### src/rtl/arf132b192e1r1w0cbbehcaa4acw_bcam_mbist_pkg.sv
// BCAM MBIST sequencer: shared state encoding and check-pipe entry layout.
package arf132b192e1r1w0cbbehcaa4acw_bcam_mbist_pkg;

    localparam int CM_LAT_MAX = 7;
    localparam int BIT_IDX_W  = 8;

    typedef enum logic [2:0] {
        IDLE,
        WRITE,
        CMP_ALL,
        CMP_MSK,
        ROT,
        DRAIN,
        DONE
    } seq_state_t;

    typedef struct packed {
        logic                 valid;
        logic                 exp_ones;
        logic                 phase;
        logic                 all;
        logic [BIT_IDX_W-1:0] bit_idx;
    } pipe_ent_t;

endpackage

### src/rtl/arf132b192e1r1w0cbbehcaa4acw_bcam_mbist_seq_chkpipe.sv
// Expectation delay line aligned to the CAM latency, hit compare,
// and sticky fail flag with first-failure capture.
module arf132b192e1r1w0cbbehcaa4acw_bcam_mbist_seq_chkpipe
    import arf132b192e1r1w0cbbehcaa4acw_bcam_mbist_pkg::*;
#(
    parameter int DEPTH  = 192,
    parameter int CM_LAT = 2,
    parameter int BW     = 8
) (
    input  logic             clk_i,
    input  logic             rst_i,
    input  logic             clr_i,
    input  logic             ent_valid_i,
    input  logic             ent_ones_i,
    input  logic             ent_phase_i,
    input  logic             ent_all_i,
    input  logic [BW-1:0]    ent_bit_i,
    input  logic [DEPTH-1:0] hit_i,
    output logic             fail_o,
    output logic             fail_phase_o,
    output logic             fail_all_o,
    output logic [BW-1:0]    fail_bit_o
);

    pipe_ent_t     pipe_q [CM_LAT];
    pipe_ent_t     ent_in;
    pipe_ent_t     ent_out;
    logic          mism;
    logic          fail_q;
    logic          fail_phase_q;
    logic          fail_all_q;
    logic [BW-1:0] fail_bit_q;

    always_comb begin
        ent_in          = '0;
        ent_in.valid    = ent_valid_i;
        ent_in.exp_ones = ent_ones_i;
        ent_in.phase    = ent_phase_i;
        ent_in.all      = ent_all_i;
        ent_in.bit_idx  = BIT_IDX_W'(ent_bit_i);
    end

    assign ent_out = pipe_q[CM_LAT-1];
    assign mism    = ent_out.valid && (hit_i != {DEPTH{ent_out.exp_ones}});

    always_ff @(posedge clk_i) begin
        if (rst_i || clr_i) begin
            for (int i = 0; i < CM_LAT; i++) pipe_q[i] <= '0;
            fail_q       <= 1'b0;
            fail_phase_q <= 1'b0;
            fail_all_q   <= 1'b0;
            fail_bit_q   <= '0;
        end else begin
            pipe_q[0] <= ent_in;
            for (int i = 1; i < CM_LAT; i++) pipe_q[i] <= pipe_q[i-1];
            if (mism) begin
                fail_q <= 1'b1;
                // only the first mismatch of a run is recorded
                if (!fail_q) begin
                    fail_phase_q <= ent_out.phase;
                    fail_all_q   <= ent_out.all;
                    fail_bit_q   <= ent_out.bit_idx[BW-1:0];
                end
            end
        end
    end

    assign fail_o       = fail_q;
    assign fail_phase_o = fail_phase_q;
    assign fail_all_o   = fail_all_q;
    assign fail_bit_o   = fail_bit_q;

endmodule

### src/rtl/arf132b192e1r1w0cbbehcaa4acw_bcam_mbist_seq.sv
// BCAM MBIST sequencer: fills the array, then runs an unmasked and
// RF_DWIDTH single-bit-flipped compares per data phase.
module arf132b192e1r1w0cbbehcaa4acw_bcam_mbist_seq
    import arf132b192e1r1w0cbbehcaa4acw_bcam_mbist_pkg::*;
#(
    parameter int                   RF_DWIDTH  = 132,
    parameter int                   DEPTH      = 192,
    parameter int                   CM_LAT     = 2,
    parameter logic [RF_DWIDTH-1:0] BG_PATTERN = '0
) (
    input  logic                         bist_clk,
    input  logic                         rst,
    input  logic                         bist_start,
    output logic                         bist_busy,
    output logic                         bist_done,
    output logic                         bist_fail,
    output logic                         fail_phase,
    output logic                         fail_all,
    output logic [$clog2(RF_DWIDTH)-1:0] fail_bit,
    output logic                         wr_en,
    output logic [$clog2(DEPTH)-1:0]     wr_addr,
    output logic [RF_DWIDTH-1:0]         bist_wr_data,
    output logic                         bist_cm_mode,
    output logic                         bist_rotate_mask,
    output logic                         bist_cd_mask_enable,
    output logic                         bist_data_inv,
    output logic                         cm_en,
    input  logic [DEPTH-1:0]             cm_hit
);

    localparam int AW = $clog2(DEPTH);
    localparam int BW = $clog2(RF_DWIDTH);

    seq_state_t    state_q;
    logic          busy_q;
    logic          done_q;
    logic          phase_q;
    logic          wr_en_q;
    logic          cm_en_q;
    logic          rot_q;
    logic          cd_q;
    logic [AW-1:0] wr_addr_q;
    logic [BW-1:0] bit_cnt_q;
    logic [2:0]    drn_q;
    logic          start_acc;

    assign start_acc = bist_start && (state_q == IDLE || state_q == DONE);

    always_ff @(posedge bist_clk) begin
        if (rst) begin
            state_q   <= IDLE;
            busy_q    <= 1'b0;
            done_q    <= 1'b0;
            phase_q   <= 1'b0;
            wr_en_q   <= 1'b0;
            cm_en_q   <= 1'b0;
            rot_q     <= 1'b0;
            cd_q      <= 1'b0;
            wr_addr_q <= '0;
            bit_cnt_q <= '0;
            drn_q     <= '0;
        end else begin
            wr_en_q <= 1'b0;
            cm_en_q <= 1'b0;
            rot_q   <= 1'b0;
            cd_q    <= 1'b0;
            unique case (state_q)
                IDLE, DONE: begin
                    if (bist_start) begin
                        state_q   <= WRITE;
                        busy_q    <= 1'b1;
                        done_q    <= 1'b0;
                        phase_q   <= 1'b0;
                        wr_en_q   <= 1'b1;
                        wr_addr_q <= '0;
                        bit_cnt_q <= '0;
                    end
                end
                WRITE: begin
                    if (wr_addr_q == AW'(DEPTH - 1)) begin
                        state_q   <= CMP_ALL;
                        wr_addr_q <= '0;
                        cm_en_q   <= 1'b1;
                    end else begin
                        wr_en_q   <= 1'b1;
                        wr_addr_q <= wr_addr_q + 1'b1;
                    end
                end
                CMP_ALL: begin
                    state_q <= CMP_MSK;
                    cm_en_q <= 1'b1;
                    cd_q    <= 1'b1;
                end
                CMP_MSK: begin
                    state_q <= ROT;
                    rot_q   <= 1'b1;
                end
                ROT: begin
                    // wrapping here leaves the mask at bit 0 for the next phase
                    if (bit_cnt_q == BW'(RF_DWIDTH - 1)) begin
                        bit_cnt_q <= '0;
                        state_q   <= DRAIN;
                        drn_q     <= '0;
                    end else begin
                        bit_cnt_q <= bit_cnt_q + 1'b1;
                        state_q   <= CMP_MSK;
                        cm_en_q   <= 1'b1;
                        cd_q      <= 1'b1;
                    end
                end
                DRAIN: begin
                    if (drn_q == 3'(CM_LAT - 1)) begin
                        if (phase_q) begin
                            state_q <= DONE;
                            busy_q  <= 1'b0;
                            done_q  <= 1'b1;
                            phase_q <= 1'b0;
                        end else begin
                            state_q   <= WRITE;
                            phase_q   <= 1'b1;
                            wr_en_q   <= 1'b1;
                            wr_addr_q <= '0;
                        end
                    end else begin
                        drn_q <= drn_q + 1'b1;
                    end
                end
                default: state_q <= IDLE;
            endcase
        end
    end

    arf132b192e1r1w0cbbehcaa4acw_bcam_mbist_seq_chkpipe #(
        .DEPTH  (DEPTH),
        .CM_LAT (CM_LAT),
        .BW     (BW)
    ) u_chk (
        .clk_i        (bist_clk),
        .rst_i        (rst),
        .clr_i        (start_acc),
        .ent_valid_i  (cm_en_q),
        .ent_ones_i   (~cd_q),
        .ent_phase_i  (phase_q),
        .ent_all_i    (~cd_q),
        .ent_bit_i    (bit_cnt_q),
        .hit_i        (cm_hit),
        .fail_o       (bist_fail),
        .fail_phase_o (fail_phase),
        .fail_all_o   (fail_all),
        .fail_bit_o   (fail_bit)
    );

    assign bist_busy           = busy_q;
    assign bist_done           = done_q;
    assign wr_en               = wr_en_q;
    assign wr_addr             = wr_addr_q;
    assign bist_wr_data        = BG_PATTERN;
    assign bist_cm_mode        = busy_q;
    assign bist_rotate_mask    = rot_q;
    assign bist_cd_mask_enable = cd_q;
    assign bist_data_inv       = phase_q;
    assign cm_en               = cm_en_q;

endmodule

### config.mk
export PLATFORM = sky130hd
export DESIGN_NAME = arf132b192e1r1w0cbbehcaa4acw_bcam_mbist_seq
export DESIGN_NICKNAME = d
export VERILOG_FILES = /design/src/rtl/arf132b192e1r1w0cbbehcaa4acw_bcam_mbist_pkg.sv /design/src/rtl/arf132b192e1r1w0cbbehcaa4acw_bcam_mbist_seq_chkpipe.sv /design/src/rtl/arf132b192e1r1w0cbbehcaa4acw_bcam_mbist_seq.sv
export SDC_FILE = /design/constraint.sdc
export NUM_CORES = 1
export LEC_CHECK = 0
export CAP_MARGIN = 30
export CORE_AREA = 2 2 139 141
export DETAILED_ROUTE_END_ITERATION = 10
export DIE_AREA = 0 0 141 143
export HOLD_SLACK_MARGIN = 0.05
export SLEW_MARGIN = 40
export SYNTH_ARGS = -nofsm -noshare
export SYNTH_HDL_FRONTEND = slang
export SYNTH_SLANG_ARGS = --single-unit
### constraint.sdc
create_clock -name bist_clk -period 6.6 [get_ports bist_clk]
set_clock_uncertainty 0.05 [all_clocks]
set_input_delay 1.32 -clock bist_clk [delete_from_list [all_inputs] [get_ports bist_clk]]
set_output_delay 1.32 -clock bist_clk [all_outputs]
set_load 0.03 [all_outputs]
==> Word level (Yosys, flattened, before mapping) <==
Memory sizes are Yosys's and may differ from the RTL's.
Index checks and enable logic that the tools add are counted.
{ "word_totals": {"latchBits": 0, "ff_bits": 40, "n_memories": 1, "mem_bits_ro": 0, "ram_bits": 24} }
{ "op_classes": {"n_eq_ne": 17, "div": 0, "bitwise": 4, "mul": 0, "add_sub_neg": 3, "shifts": 0, "n_lt_le_gt_ge": 0, "n_mux": 41, "n_reduce_logical": 17} }
{ "mem_list": {"columns": ["name", "depth", "width", "read_ports", "rd_ports_with_merged_regs", "wr", "line_no", "rtl"], "rows": [
  ["u_chk.pipe_q", 2, 12, 2, 0, 2, "arf132b192e1r1w0cbbehcaa4acw_bcam_mbist_seq_chkpipe.sv:25", "pipe_ent_t pipe_q [CM_LAT];"]
]} }
{ "ops": {"columns": ["operator", "n"], "rows": [
  ["inequality test 192 bit", 1],
  ["two-way mux 8 bit", 5],
  ["two-way mux 12 bit", 2],
  ["case mux 8 bit (3 select lines)", 1],
  ["two-way mux 3 bit", 7],
  ["case mux 3 bit (6 select lines)", 1],
  ["two-way mux 1 bit", 17],
  ["adder 8 x 1 -> 8 bit, second input constant", 2],
  ["== test 8 bit, second input constant", 2],
  ["case mux 8 bit (2 select lines)", 1],
  ["inequality test 2 bit, second input constant", 7],
  ["== test 3 bit, second input constant", 3],
  ["AND reduction 3 bit", 3],
  ["case mux 1 bit (2 select lines)", 4],
  ["AND reduction 4 bit", 2],
  ["== test 3 x 1 -> 1 bit, second input constant", 2],
  ["== test 3 x 2 -> 1 bit, second input constant", 2],
  ["case mux 1 bit (3 select lines)", 2],
  ["case mux 3 bit (2 select lines)", 1],
  ["nonzero test 2 bit", 3],
  ["AND reduction 2 bit", 2],
  ["adder 3 x 1 -> 3 bit, second input constant", 1],
  ["logical NOT 3 bit", 1],
  ["nonzero test 3 bit", 1],
  ["5 further kinds", 9]
]} }

==> Depth between registers and ports, before layout <==
{ "depth": {"depth_word": 7, "mapped_depth": 9, "mapped_depth_nobuf": 7} }

==> Cells and area by module <==
A second synthesis with hierarchy kept.
{ "hier_totals": {"hier_cells": 615, "area_unflattened_um2": 4792.1} }
{ "modules_own_cells": {"columns": ["module", "cells_per_inst", "instances", "area_per_inst_um2", "seq_area_each_um2"], "rows": [
  ["arf132b192e1r1w0cbbehcaa4acw_bcam_mbist_seq", 322, 1, 2573.7, 580.6],
  ["arf132b192e1r1w0cbbehcaa4acw_bcam_mbist_seq_chkpipe", 293, 1, 2218.4, 700.7]
]} }

==> Worst setup path before layout <==
No wires, ideal clock.
{ "synth_timing": {"kind": "input -> register", "startpoint": "input cm_hit[162]", "endpoint": "register u_chk.fail_all_q, in the netlist u_chk.fail_all_o", "required_ns": 6.430, "arrival_ns": 2.887, "setup_ns": 0.120, "setup_slack_ns": 3.544, "path_stages": 7, "path_cell_list": "or4_1 -> nor4_2 -> o22ai_1 -> nor4_2 -> a41oi_1 -> buf_6 -> mux2i_1"} }
{ "synth_via": {"elab_chain_cells": 3} }
{ "synth_lines": {"columns": ["item", "line_no", "rtl"], "rows": [
  ["start, declared", "arf132b192e1r1w0cbbehcaa4acw_bcam_mbist_seq.sv:28", "input logic [DEPTH-1:0] cm_hit"],
  ["inequality test 192 bit", "arf132b192e1r1w0cbbehcaa4acw_bcam_mbist_seq_chkpipe.sv:44", "assign mism = ent_out.valid && (hit_i != {DEPTH{ent_out.exp_ones}});"],
  ["logical AND 1 bit", "arf132b192e1r1w0cbbehcaa4acw_bcam_mbist_seq_chkpipe.sv:44", null],
  ["AND reduction 2 bit (no line)", null, null],
  ["end signal, assigned", "arf132b192e1r1w0cbbehcaa4acw_bcam_mbist_seq_chkpipe.sv:61", "fail_all_q <= ent_out.all;"],
  ["end, declared", "arf132b192e1r1w0cbbehcaa4acw_bcam_mbist_seq_chkpipe.sv:31", "logic fail_all_q;"]
]} }
Every way passes these cells.
A chain may end at the register's enable or synchronous reset.

==> Worst setup path in the final report <==
{ "layout_timing": {"startpoint": "input cm_hit[90]", "endpoint": "register u_chk.fail_bit_q[5], in the netlist u_chk.fail_bit_o[5]"} }
{ "layout_via": {"elab_chain_cells": 3} }
{ "layout_lines": {"columns": ["item", "line_no", "rtl"], "rows": [
  ["inequality test 192 bit", "arf132b192e1r1w0cbbehcaa4acw_bcam_mbist_seq_chkpipe.sv:44", null],
  ["logical AND 1 bit", "arf132b192e1r1w0cbbehcaa4acw_bcam_mbist_seq_chkpipe.sv:44", null],
  ["AND reduction 2 bit (no line)", null, null],
  ["end signal, assigned", "arf132b192e1r1w0cbbehcaa4acw_bcam_mbist_seq_chkpipe.sv:62", "fail_bit_q <= ent_out.bit_idx[BW-1:0];"],
  ["end, declared", "arf132b192e1r1w0cbbehcaa4acw_bcam_mbist_seq_chkpipe.sv:32", "logic [BW-1:0] fail_bit_q;"]
]} }
Every way passes these cells.

==> reports/metrics.cfg <==
[cells_and_area]
stdcell_count=1051
fillers=1973
finalNetCount=1010
area_growth_pct=49.2
drive_above_1_share_pct=3.80

[routing]
antenna_left=0
routed_via_density=4.34
drt-initial-drc-count=154
met1_length_mm=6.07
wl_mm=14.4
wl_met2_mm=7.14
top_layer_used=met4
dr.pass1.iters=4
drc=0
wl_met3_mm=1.06
wl_per_cell_um=13.7
vias=4561

[clock_network]
postCtsResizedCells=0
cts_sinks=62
path_clk_slew_ns=0.05
cts-root-buf=clkbuf_16
ctsHoldBuffers=0
cts_tree=built
cts_max_level=3
cts_buffer_depth=2
postCtsSetupRepairBufs=0
worstSkewPairLatency_ns=0.33
cts_buffers=9

[synthesis]
synth_area_um2=4600
synth_seq_cells=62
ys.warnings.count=0
ys.flop_type=dfxtp_1
yosysMostFrequentCell=buf_4
syn_area_per_cell_um2=7.70
synth_top_area_cell=dfxtp_1
synth_enable_flop_cells=0
synth_async_sr_flop_share_pct=0
synthTopCellsByCount=133 x buf_4, 62 x dfxtp_1, 56 x nand2_1
synthCells=598
netlist.area_leader.share_pct=27.0
yosysSeqAreaShare_pct=27.0
yosysUniqueCellTypes=50
synth_area_leaders=dfxtp_1 27%, buf_4 22%, nand2_1 4.6%, nor3_1 4.0%, nor4_1 3.5%

[worst_setup_path]
regToRegSetupSlack_ns=4.10
cp_slowest_cell=or4_1
critPathArrivalTime_ns=3.73
r2r_cells=7
worstReg2RegStart=u_chk.pipe_q[0][22]
worstSetupPathType=in2reg
crit_path_max_fanout=10
startpoint_type=primary input
r2r-end=u_chk.fail_bit_o[5]
crit_required_ns=6.76
crit_chain=clkdlybuf4s50_1 -> or4_1 -> nor4_1 -> o22ai_1 -> nor4_2 -> a41oi_1 -> buf_4 -> mux2i_1
critical_path.endpoint_type=register
slowest_delay_ns=0.53

[power]
max-vdd-ir-drop_mv=0.141
total_power_mw=1.32
power.leakage_nw=2.49
powerDensity_nw_per_um2=192

[sta]
setup-violations-final=0
clock.fmax_mhz=279
rsz0062_at_grt=false
maxSlewHeadroom_pct=56.1
finalMaxSlewViolations=0
fin_ws_ns=3.02
tightest_slew_ns=0.652
fin_tns_setup_ns=0
fin_crit_ns=3.58
hold_viol_final=0
finalCritPeriodShare_pct=54.2

[placement]
gp_congestion=0.771
dp_hpwl_mm=11.8
dp_cells=1034
portBuffers=221
dp_slack_ns=2.56

[global_route]
grt_use_total_pct=13.2
grt_pass1_vias=4119
grt.overflow.total=0
grt_start_max_net_pins=50
grt_pass1_wl_mm=21.2
antenna_found_initial=1

[die]
top_level_ports=354
initial_core_util_pct=24.8
core-area_um2=18600
rows=50
fp.dieH_um=143
die_w_um=141
dieArea_um2=20200

[run]
cap_violations=0

[worst_hold_path]
hold_start=u_chk.pipe_q[0][5]
hold_end=u_chk.pipe_q[0][17]
worst_hold_path_type=reg2reg
holdPathStages=1

[status]
status=completed

sequential cells by signal (all words and copies together), names as in the netlist, 3 cells and up:
name and flops:
u_chk.pipe_q 22, drn_q 3, state_q 3, bit_cnt_q 8, wr_addr 8, u_chk.fail_bit_o 8
through the flow:
| step | utilization [%] | cell area [um2] | hold slack [ns] |
|---|---|---|---|
| finish | 36.9 | 6870 | 0.369 |
| global route | 36.9 | 6870 | 0.380 |
| CTS | 37.0 | 6870 | 0.368 |
| detailed placement | 35.1 | 6520 | 0.360 |
| global placement | 35.1 | 6510 | 0.358 |
| floorplan | - | 5090 | 0.356 |
layer usage:
layer	GRT usage (%)	up-vias
met1	16.5	2086
met2	22.7	148
met4	3.26	0
met3	3.45	14
met5	0	-
li1	-	2313
final cells by class:
| cell class | count | area (um2) | share of cell area [%] |
|---|---|---|---|
| clock inverter | 7 | 128 | 1.86 |
| tap | 234 | 293 | 4.26 |
| multi-input combinational | 508 | 2720 | 39.7 |
| antenna | 1 | 2.50 | 0.0364 |
| timing repair buffer | 223 | 2220 | 32.4 |
| clock buffer | 9 | 225 | 3.28 |
| sequential | 62 | 1240 | 18.1 |
| inverter | 7 | 26.3 | 0.383 |
cell usage in the layout, fill, tap and decap left out, drive strengths merged, types with 4 or more instances in the layout:
| cell | instances |
|---|---|
| a21oi | 14 |
| a311oi | 4 |
| a31oi | 8 |
| a41oi | 4 |
| and2 | 23 |
| clkbuf | 9 |
| clkdlybuf4s50 | 220 |
| conb | 132 |
| dfxtp | 62 |
| ha | 4 |
| inv | 10 |
| mux2i | 11 |
| nand2 | 56 |
| nand2b | 5 |
| nand3 | 31 |
| nand4 | 24 |
| nor2 | 35 |
| nor2b | 7 |
| nor3 | 37 |
| nor3b | 4 |
| nor4 | 31 |
| o21ai | 6 |
| o22ai | 8 |
| or3 | 16 |
| or4 | 16 |
| xnor2 | 7 |
cells by family (layout without fill, tap and decap cells):
| logic type | after synthesis | after routing | share of synthesized area (%) |
|---|---|---|---|
| and+or+nand+nor | 292 | 292 | 34.5 |
| adders and majority gates | 4 | 4 | 1.09 |
| buffers and inverters | 159 | 246 | 24.6 |
| other | 1 | 133 | 0.0815 |
| xor gates and xnor gates | 8 | 8 | 1.52 |
| muxes | 11 | 11 | 2.39 |
| DFF | 62 | 62 | 27.0 |
| AOI/OAI and AO/OA | 61 | 61 | 8.86 |
critical path, delay by kind of cell:
family / cells / cell delay, ns
buffers and inverters: 2 / 0.66
muxes: 1 / 0.13
and+or+nand+nor: 3 / 1.31
AOI/OAI and AO/OA: 2 / 0.31
where the power goes:
| part | switching (mW) | leakage [nW] | internal [mW] |
|---|---|---|---|
| logic | 0.206 | 1.82 | 0.153 |
| registers | 0.0252 | 0.502 | 0.386 |
| clock network | 0.175 | 0.173 | 0.374 |
| total | 0.406 | 2.49 | 0.914 |
worst max-delay path by stage:
| stage | slack, ns | startpoint | cells past startpoint | endpoint |
|---|---|---|---|---|
| final | 3.02 | cm_hit[90] | 8 | u_chk.fail_bit_o[5] |
| after global routing | 2.79 | cm_hit[91] | 8 | u_chk.fail_phase_o |
| after CTS | 2.90 | cm_hit[90] | 8 | u_chk.fail_bit_o[5] |
| after detailed placement | 2.56 | cm_hit[90] | 8 | u_chk.fail_bit_o[5] |
| after global placement | 2.60 | cm_hit[90] | 8 | u_chk.fail_bit_o[2] |
| after floorplan | 3.54 | cm_hit[162] | 7 | u_chk.fail_all_o |
No activity file was read; power rests on OpenSTA's default activity.
